--- src/rtl/seq_mult_hs.sv ---
// seq_mult_hs: iterative shift-add multiplier with valid/ready handshakes.
// One multiplier bit is consumed per cycle. In signed mode the MSB partial
// product is subtracted, because its weight is -2^(WIDTH-1).
module seq_mult_hs #(
    parameter int WIDTH     = 4,
    parameter bit SIGNED_EN = 1'b1
) (
    input  logic                 clk,
    input  logic                 rst,
    input  logic                 in_valid,
    output logic                 in_ready,
    input  logic [WIDTH-1:0]     a,
    input  logic [WIDTH-1:0]     b,
    input  logic                 signed_mode,
    output logic                 out_valid,
    input  logic                 out_ready,
    output logic [2*WIDTH-1:0]   z,
    output logic                 busy
);

    localparam int CW = (WIDTH > 1) ? $clog2(WIDTH) : 1;
    localparam logic [CW-1:0] LAST = CW'(WIDTH - 1);

    typedef enum logic [1:0] {
        IDLE = 2'd0,
        BUSY = 2'd1,
        DONE = 2'd2
    } state_t;

    state_t               state;
    state_t               state_next;
    logic [2*WIDTH-1:0]   mcand;
    logic [2*WIDTH-1:0]   acc;
    logic [2*WIDTH-1:0]   acc_next;
    logic [2*WIDTH-1:0]   z_q;
    logic [WIDTH-1:0]     mplr;
    logic [CW-1:0]        cnt;
    logic                 neg;
    logic                 eff_signed;
    logic                 accept;
    logic                 last;

    // mcand is shifted left and mplr right every BUSY cycle, so the current
    // partial product is always mcand gated by mplr[0]. That avoids a
    // variable-distance barrel shifter.
    assign eff_signed = signed_mode & SIGNED_EN;
    assign accept     = (state == IDLE) && in_valid;
    assign last       = (state == BUSY) && (cnt == LAST);

    assign in_ready   = (state == IDLE);
    assign out_valid  = (state == DONE);
    assign busy       = (state != IDLE);
    assign z          = z_q;

    // State register.
    always_ff @(posedge clk or posedge rst) begin
        if (rst) begin
            state <= IDLE;
        end else begin
            state <= state_next;
        end
    end

    // Next-state decode: accept in IDLE, WIDTH cycles of BUSY, hold DONE
    // until the consumer takes the product.
    always_comb begin
        state_next = state;
        case (state)
            IDLE:    if (in_valid)  state_next = BUSY;
            BUSY:    if (last)      state_next = DONE;
            DONE:    if (out_ready) state_next = IDLE;
            default:                state_next = IDLE;
        endcase
    end

    // Accumulator update for this cycle's multiplier bit. The signed MSB
    // partial product is subtracted instead of added.
    always_comb begin
        acc_next = acc;
        if (mplr[0]) begin
            if (neg && (cnt == LAST)) begin
                acc_next = acc - mcand;
            end else begin
                acc_next = acc + mcand;
            end
        end
    end

    // Datapath registers: operand capture on accept, shift-add while busy,
    // and a product register that only changes on the final BUSY edge.
    always_ff @(posedge clk or posedge rst) begin
        if (rst) begin
            mcand <= '0;
            mplr  <= '0;
            acc   <= '0;
            cnt   <= '0;
            neg   <= 1'b0;
            z_q   <= '0;
        end else if (accept) begin
            mcand <= {{WIDTH{a[WIDTH-1] & eff_signed}}, a};
            mplr  <= b;
            acc   <= '0;
            cnt   <= '0;
            neg   <= eff_signed;
        end else if (state == BUSY) begin
            acc   <= acc_next;
            mcand <= mcand << 1;
            mplr  <= mplr >> 1;
            cnt   <= cnt + 1'b1;
            if (last) begin
                z_q <= acc_next;
            end
        end
    end

endmodule

--- config.mk ---
export PLATFORM = sky130hd
export DESIGN_NAME = seq_mult_hs
export DESIGN_NICKNAME = d
export VERILOG_FILES = /design/src/rtl/seq_mult_hs.sv
export SDC_FILE = /design/constraint.sdc
export NUM_CORES = 1
export LEC_CHECK = 0
export BUFFER_PORTS_ARGS = -buffer_cell sky130_fd_sc_hd__buf_4
export CORE_MARGIN = 4
export CORE_UTILIZATION = 34
export DETAILED_ROUTE_END_ITERATION = 10
export PLACE_DENSITY = 0.54
export SLEW_MARGIN = 20
export SYNTH_ARGS = -nofsm -noshare
export SYNTH_HDL_FRONTEND = slang
export SYNTH_SLANG_ARGS = --single-unit
--- constraint.sdc ---
create_clock -name clk -period 2.44 [get_ports clk]
set_input_delay 0.488 -clock clk [delete_from_list [all_inputs] [get_ports clk]]
set_output_delay 0.488 -clock clk [all_outputs]
set_load 0.05 [all_outputs]
* Word-level counts from Yosys, hierarchy flattened
Cells that the tools add are included.
Word-level totals: output and inout port bits 11, word-level logic and storage cells 40, register bits after elaboration 33, input port bits 13
Operators by class: reductions and logical operators 8, bitwise operators 2, $add $sub $neg 3, eq/ne operators 6, multiplexer cells 14
Operators with widths (count):
- $mux W8 | 6
- $mux W2 | 5
- $add A8 B8 Y8 | 1
- $mux W4 | 2
- $sub A8 B8 Y8 | 1
- $pmux W2 S3 | 1
- $reduce_and A3 Y1 | 2
- $eq A2 B2 Y1 const B | 2
- $ne A2 B2 Y1 const B | 2
- $reduce_bool A2 Y1 | 2
- $logic_and A1 B1 Y1 | 3
- $add A2 B1 Y2 const B | 1
- $eq A2 B1 Y1 const B | 1
- $logic_not A2 Y1 | 1
- $ne A2 B1 Y1 const B | 1
- $and A1 B1 Y1 | 1
- $not A1 Y1 | 1

* Depth between registers and ports, before layout
Gate-level depths: netlist of run 1.
word-level depth 6, gate-level depth with buffers 12, gate-level depth less buffers 12

* Worst setup path after synthesis of run 1
Ideal clock, no wire load.
path type flip-flop to flip-flop, start register cnt[0], end register acc[7], clock period less this slack 2572 ps, data required time 2320 ps, setup time 120 ps, path buffers 0, setup slack -132 ps, arrival 2452 ps, stages on the path, launching flop included 12, path through dfrtp_1 ha_1 and2_1 a21oi_1 xnor2_1 ha_1 a21o_1 a31o_2 a21oi_1 xnor2_1 a32o_1 a31o_1
Between the ends: cells in the longest elaborated chain, start to end 6
RTL lines:
- start: declaration | RTL line 37 | logic [CW-1:0] cnt;
- start signal: assignment | RTL line 109 | cnt <= cnt + 1'b1;
- $eq A2 B2 Y1 | RTL line 81 | if (neg && (cnt == LAST)) begin
- $logic_and A1 B1 Y1 | RTL line 81
- $mux W8 | RTL line 81
- $mux W8 | RTL line 80 | if (mplr[0]) begin
- $mux W8 | RTL line 105 | end else if (state == BUSY) begin
- $mux W8 | RTL line 99 | end else if (accept) begin
- end signal: assignment | RTL line 106 | acc <= acc_next;
- end: declaration | RTL line 33 | logic [2*WIDTH-1:0] acc;
Every way passes these cells. The select of a mux whose other input is x is not followed. A chain may end at the register's enable or synchronous reset.

* Worst setup path after layout of run 1
start register cnt[1], end register acc[7]
The elaborated chain is that of the path after synthesis.

==> impl_metrics.py, run 1 <==
metrics = {
    "grt": {
        "grt_max_degree": 34,
        "grt_pass1_vias": 1554,
        "antenna_found_initial": 0,
        "gr-total-overflow": 0,
        "grt_usage_pct": 14.8,
        "grt_pass1_wl_microns": 7540,
    },
    "sta": {
        "skew_ps": 3.31,
        "final_hold_viol_count": 0,
        "report.final.slew_viol_count": 0,
        "fin_tns_setup_ps": -49.8,
        "relSlewSlack_pct": 65.7,
        "rsz0062_at_grt": "true",
        "setup_viol": 1,
        "whs_ps": 300,
        "fin_crit_sh_pct": 102,
        "max_freq_ghz": 0.402,
        "worst_pin_slew_ps": 513,
        "timing.final.ws_setup_ps": -49.8,
        "fin_crit_ps": 2490,
    },
    "floorplan": {
        "start_util_pct": 35.7,
        "die_area_sq_mm": 0.00672,
        "die_x_microns": 82.0,
        "core_sq_mm": 0.00520,
        "die_y_microns": 82.0,
        "rows": 26,
        "ios": 24,
    },
    "logic_synthesis": {
        "synth.most_common_cell": "nand2_1",
        "synth.distinct_cells": 39,
        "yosys.area.top_type": "dfrtp_1",
        "synth_top_area_share_pct": 44.4,
        "synthArstFlopShare_pct": 100,
        "ys.flop_type": "dfrtp_1",
        "post_synth.cell_area_avg_sq_um": 9.20,
        "yosys_register_bits": 33,
        "synth_fp_nets": 225,
        "synth_edf_count": 0,
        "synth_area_leaders": "dfrtp_1, nand2_1, ha_1, xnor2_1, a31oi_1",
        "ys_warn_count": 0,
        "yosys-top-cells-count": "nand2_1, dfrtp_1, nor2_1",
        "syn_inst": 202,
        "synth_seq_area_share_pct": 44.4,
        "syn_area_sq_mm": 0.00186,
    },
    "finish": {
        "layout-drive-gt1-share_pct": 30.0,
        "multiInputGateArea_sq_mm": 0.00105,
        "syn_to_final_growth_pct": 32.6,
        "nFillCells": 526,
        "fin_cells": 323,
        "final-seq-area_sq_um": 828,
        "n_antenna_cell": 0,
        "nets": 276,
    },
    "detailed_routing": {
        "route.detailed.drc": 0,
        "ant_nets": 0,
        "vias": 1591,
        "drt-total-wl_microns": 4420,
        "firstDrtPassIters": 4,
        "routed_via_density": 4.93,
        "drtIter0Drc": 49,
        "routedWlPerCell_microns": 13.7,
    },
    "placement": {
        "place_hpwl_microns": 3170,
        "gp_congestion": 0.775,
        "place_ws_ps": -111,
        "placedCellCount": 310,
        "port_buffers": 23,
    },
    "clocking": {
        "cts_buffer_depth": 2,
        "numClockSinks": 33,
        "cts_buffers": 5,
        "clk_pin_slew_ps": 60,
        "ctsHoldBuffers": 0,
        "ctsHtreeMaxLevel": 2,
        "clock_latency_ps": 280,
        "cts_root_buffer": "clkbuf_8",
        "cts_tree": "built",
    },
    "run_status": {
        "outcome": "complete, but fails checks",
        "violations": "setup timing",
    },
    "min_path": {
        "hp-class": "in -> async",
    },
    "worst_setup_path": {
        "path_max_fanout": 4,
        "end_kind": "register",
        "setup.worst_path.class": "reg -> reg",
        "arrival_ps": 2660,
        "start_kind": "register",
        "cp.required_ps": 2610,
    },
    "job": {
        "drv_cap": 0,
    },
}
kinds of logic (layout without fill, tap and decap cells):
group	after synthesis	after routing	synth area share [%]
AOI/OAI and AO/OA	52	52	18.4
xor gates and xnor gates	12	12	5.65
adders and majority gates	10	10	7.13
buffers and inverters	16	67	3.30
DFF	33	33	44.4
muxes	5	5	2.76
and+or+nand+nor	74	74	18.4
placed cells by master (no fill, tap or decap), types with 2 or more instances in the layout:
| master | instances |
|---|---|
| a21oi_4 | 2 |
| nor2_1 | 11 |
| nand2b_1 | 3 |
| a21o_1 | 3 |
| a22oi_1 | 4 |
| inv_1 | 9 |
| xnor2_1 | 6 |
| nor2b_1 | 2 |
| dfrtp_1 | 31 |
| o31ai_1 | 2 |
| xor2_1 | 3 |
| o21ai_1 | 7 |
| mux2i_1 | 4 |
| buf_4 | 51 |
| dfrtp_2 | 2 |
| a31oi_1 | 8 |
| nor2_2 | 2 |
| ha_1 | 6 |
| nor3b_1 | 2 |
| a21oi_2 | 3 |
| a21oi_1 | 4 |
| a32o_1 | 4 |
| ha_2 | 2 |
| nand3_1 | 3 |
| xnor2_2 | 3 |
| and2_1 | 2 |
| a221o_1 | 2 |
| nand2_1 | 43 |
| clkbuf_8 | 6 |
| o21ai_0 | 8 |
worst paths after layout:
check / start / to / slack (ps) / cells past startpoint
min reg2reg: mplr[2] / mplr[2] / 480 / 2
max reg2reg: cnt[1] / acc[7] / -50 / 11
max: cnt[1] / acc[7] / -50 / 11
min: rst / z[0] / 300 / 3
min in group clk: out_ready / state[1] / 390 / 2
max in group asynchronous: rst / mcand[2] / 1820 / 3
registers in the layout, summed over array words and instances (netlist names):
signal  flops
acc         8
cnt         2
mcand       8
mplr        4
neg         1
state       2
z           8
per-stage QoR:
| step | area (sq um) | utilization [%] |
|---|---|---|
| 2_1_floorplan | 1870 | - |
| 3_3_place_gp | 2270 | 43.6 |
| 3_5_place_dp | 2270 | 43.6 |
| 4_1_cts | 2390 | 45.9 |
| 5_1_grt | 2470 | 47.4 |
| 6_report | 2470 | 47.4 |
worst max-delay path, cell delays in order, from the launching register on:
cell and delay (ps):
dfrtp_1 380, ha_2 200, and2_4 180, a21oi_4 130, xnor2_2 120, ha_1 260
a21o_1 200, a31o_2 240, a21oi_2 140, xnor2_2 110, a32o_1 230, a31o_1 180
per-layer routing:
metal  up-vias  part of all wire, %  global-route usage [%]
li1        804                    -                       -
met1       745                   49                    19.5
met2        30                   44                    22.5
met3        12                  4.4                    3.73
met4         0                  2.3                    6.81
met5         -                    0                       0
cell type report:
| type | instances | area share [%] |
|---|---|---|
| inverter | 9 | 1.37 |
| multi-input combinational | 153 | 42.5 |
| sequential | 33 | 33.6 |
| clock buffer | 7 | 3.50 |
| timing repair buffer | 51 | 15.5 |
| tap | 70 | 3.55 |
repair_timing:
action,CTS,global route
buffers inserted,3,3
gates resized for setup,3,11
pin swaps,10,6
endpoints found under the setup margin,2,8
Power of run 1 is left out: the tool's default activity adds up to more than one toggle a clock period on the data nets, which glitch-free logic cannot reach.
==> run 2: changes to the inputs <==
--- a/config.mk
+++ b/config.mk
@@ -7,9 +7,9 @@
 export LEC_CHECK = 0
 export BUFFER_PORTS_ARGS = -buffer_cell sky130_fd_sc_hd__buf_4
 export CORE_MARGIN = 4
-export CORE_UTILIZATION = 34
+export CORE_UTILIZATION = 51
 export DETAILED_ROUTE_END_ITERATION = 10
-export PLACE_DENSITY = 0.54
+export PLACE_DENSITY = 0.75
 export SLEW_MARGIN = 20
 export SYNTH_ARGS = -nofsm -noshare
 export SYNTH_HDL_FRONTEND = slang
==> run 2 against run 1 <==
Effect of this change: the flow still finishes with violations (setup timing); sequential cell count stayed put; global-route usage is 7.5 points higher; cell area is 3.1% lower; non-clock buffer count is 1 higher; critical path depth stayed put; clock skew is 2.9 ps higher; wire length is 4.0% higher; die area is 30% lower; register-to-register slack hardly changed; worst setup slack worse by 14 ps.
==> impl_metrics.py, run 2 (synthesized netlist as in run 1, its figures left out) <==
metrics = {
    "run_status": {
        "outcome": "complete, but fails checks",
        "violations": "setup timing",
    },
    "sta": {
        "fin_crit_sh_pct": 103,
        "relSlewSlack_pct": 55.2,
        "skew_ps": 6.24,
        "fin_crit_ps": 2500,
        "max_freq_ghz": 0.399,
        "final_hold_viol_count": 0,
        "setup_viol": 1,
        "report.final.slew_viol_count": 0,
        "rsz0062_at_grt": "true",
        "timing.final.ws_setup_ps": -63.3,
        "worst_pin_slew_ps": 672,
    },
    "worst_setup_path": {
        "r2r_start": "cnt[0]",
        "start_kind": "register",
        "rrSetupSlack_ps": -60,
        "cp.buffers_inverters": 0,
        "r2r-end": "acc[7]",
        "setup.worst_path.class": "reg -> reg",
        "end_kind": "register",
        "r2r.worst_path.cells": 11,
        "path_max_fanout": 4,
        "arrival_ps": 2740,
        "cp_common_cell": "a21oi_2",
        "crit_family": "compound AO/OA/AOI/OAI gates",
        "slowest_stage": "dfrtp_1",
        "cpPeakStageDelay_ps": 390,
        "crit_chain": "ha_2, and2_4, a21oi_2, xnor2_1, ha_1, a21o_1, a31o_2, a21oi_2, xnor2_2, a32o_1, a31o_1",
        "cp.required_ps": 2680,
    },
    "floorplan": {
        "start_util_pct": 54.4,
        "rows": 21,
        "die_y_microns": 68.4,
        "die_area_sq_mm": 0.00468,
        "ios": 24,
        "die_x_microns": 68.4,
        "core_sq_mm": 0.00342,
    },
    "detailed_routing": {
        "drtIter0Drc": 94,
        "ant_nets": 0,
        "route.detailed.drc": 0,
        "routedWlPerCell_microns": 15.3,
        "vias": 1660,
        "drt-total-wl_microns": 4600,
        "firstDrtPassIters": 4,
        "routed_via_density": 5.53,
    },
    "grt": {
        "gr-total-overflow": 0,
        "grt_max_degree": 34,
        "grt_pass1_vias": 1601,
        "grt_pass1_wl_microns": 7470,
        "grt_usage_pct": 22.3,
        "antenna_found_initial": 0,
    },
    "finish": {
        "layout-drive-gt1-share_pct": 29.9,
        "fin_cells": 300,
        "syn_to_final_growth_pct": 28.5,
        "n_antenna_cell": 0,
        "final_cell_mix": "buf_4, nand2_1, dfrtp_1",
        "nets": 277,
        "layout_commonest_cell": "buf_4",
    },
    "job": {
        "drv_cap": 0,
    },
    "clocking": {
        "ctsHoldBuffers": 0,
        "clock_latency_ps": 340,
        "cts_buffers": 5,
        "clk_pin_slew_ps": 100,
        "ctsHtreeMaxLevel": 2,
        "cts_root_buffer": "clkbuf_4",
        "cts_tree": "built",
        "numClockSinks": 33,
        "cts_buffer_depth": 2,
    },
    "placement": {
        "place_hpwl_microns": 3260,
        "placedCellCount": 285,
        "port_buffers": 23,
        "gp_congestion": 0.839,
    },
    "min_path": {
        "hp-class": "in -> async",
    },
}
[run 2: cell types whose count changed in the layout (fill, tap and decap cells not counted), sizes merged]
cell	delta
buf	+1
[run 2: through the flow]
step	area (sq um)	util, %	setup slack (ps)	TNS (ps)	hold WS (ps)
after floorplan	1870	-	-16.8	-16.8	447
after global placement	2230	65.3	-8.68	-8.68	460
after detailed placement	2230	65.3	-74.8	-74.8	471
after CTS	2340	68.4	-47.6	-47.6	234
after global routing	2390	70.0	-157	-287	270
final	2390	70.0	-63.3	-63.3	229
[run 2: final cells by class]
type / instances / area [sq um]
Tap cell: 46 / 57.6
Fill cell: 285 / 1030
Clock buffer: 7 / 55.1
Inverter: 9 / 33.8
Sequential cell: 33 / 827
Timing Repair Buffer: 52 / 390
Multi-Input combinational cell: 153 / 1030
[run 2: routing by layer]
layer  GRT usage, %  vias up  wire, microns  share of wire [%]
li1               -      809              -                  -
met1           26.3      805           1920                 42
met2           38.4       41           2400                 52
met3           5.75        5            198                4.3
met4           8.93        0             70                1.5
met5              0        -              0                  0
[run 2: worst max path at each step]
stage / start / slack, ps / cells after the start / end
after floorplan: cnt[0] / -20 / 11 / acc[7]
after global placement: cnt[0] / -9 / 11 / acc[7]
after detailed placement: cnt[0] / -70 / 11 / acc[7]
after CTS: cnt[0] / -50 / 11 / acc[7]
after global routing: mcand[4] / -160 / 10 / acc[7]
final: cnt[0] / -60 / 11 / acc[7]
[run 2: tightest hold or removal path, delay by kind of cell]
| kind | cells | cell delay, ps |
|---|---|---|
| buf+inv | 3 | 520 |
[run 2: what timing repair did]
action | 4_1_cts | 5_1_grt
buffers inserted | 5 | 3
gates resized for setup | 3 | 9
setup endpoints to repair | 2 | 9
pin swaps | 6 | 6
Power of run 2 is left out for the same reason.
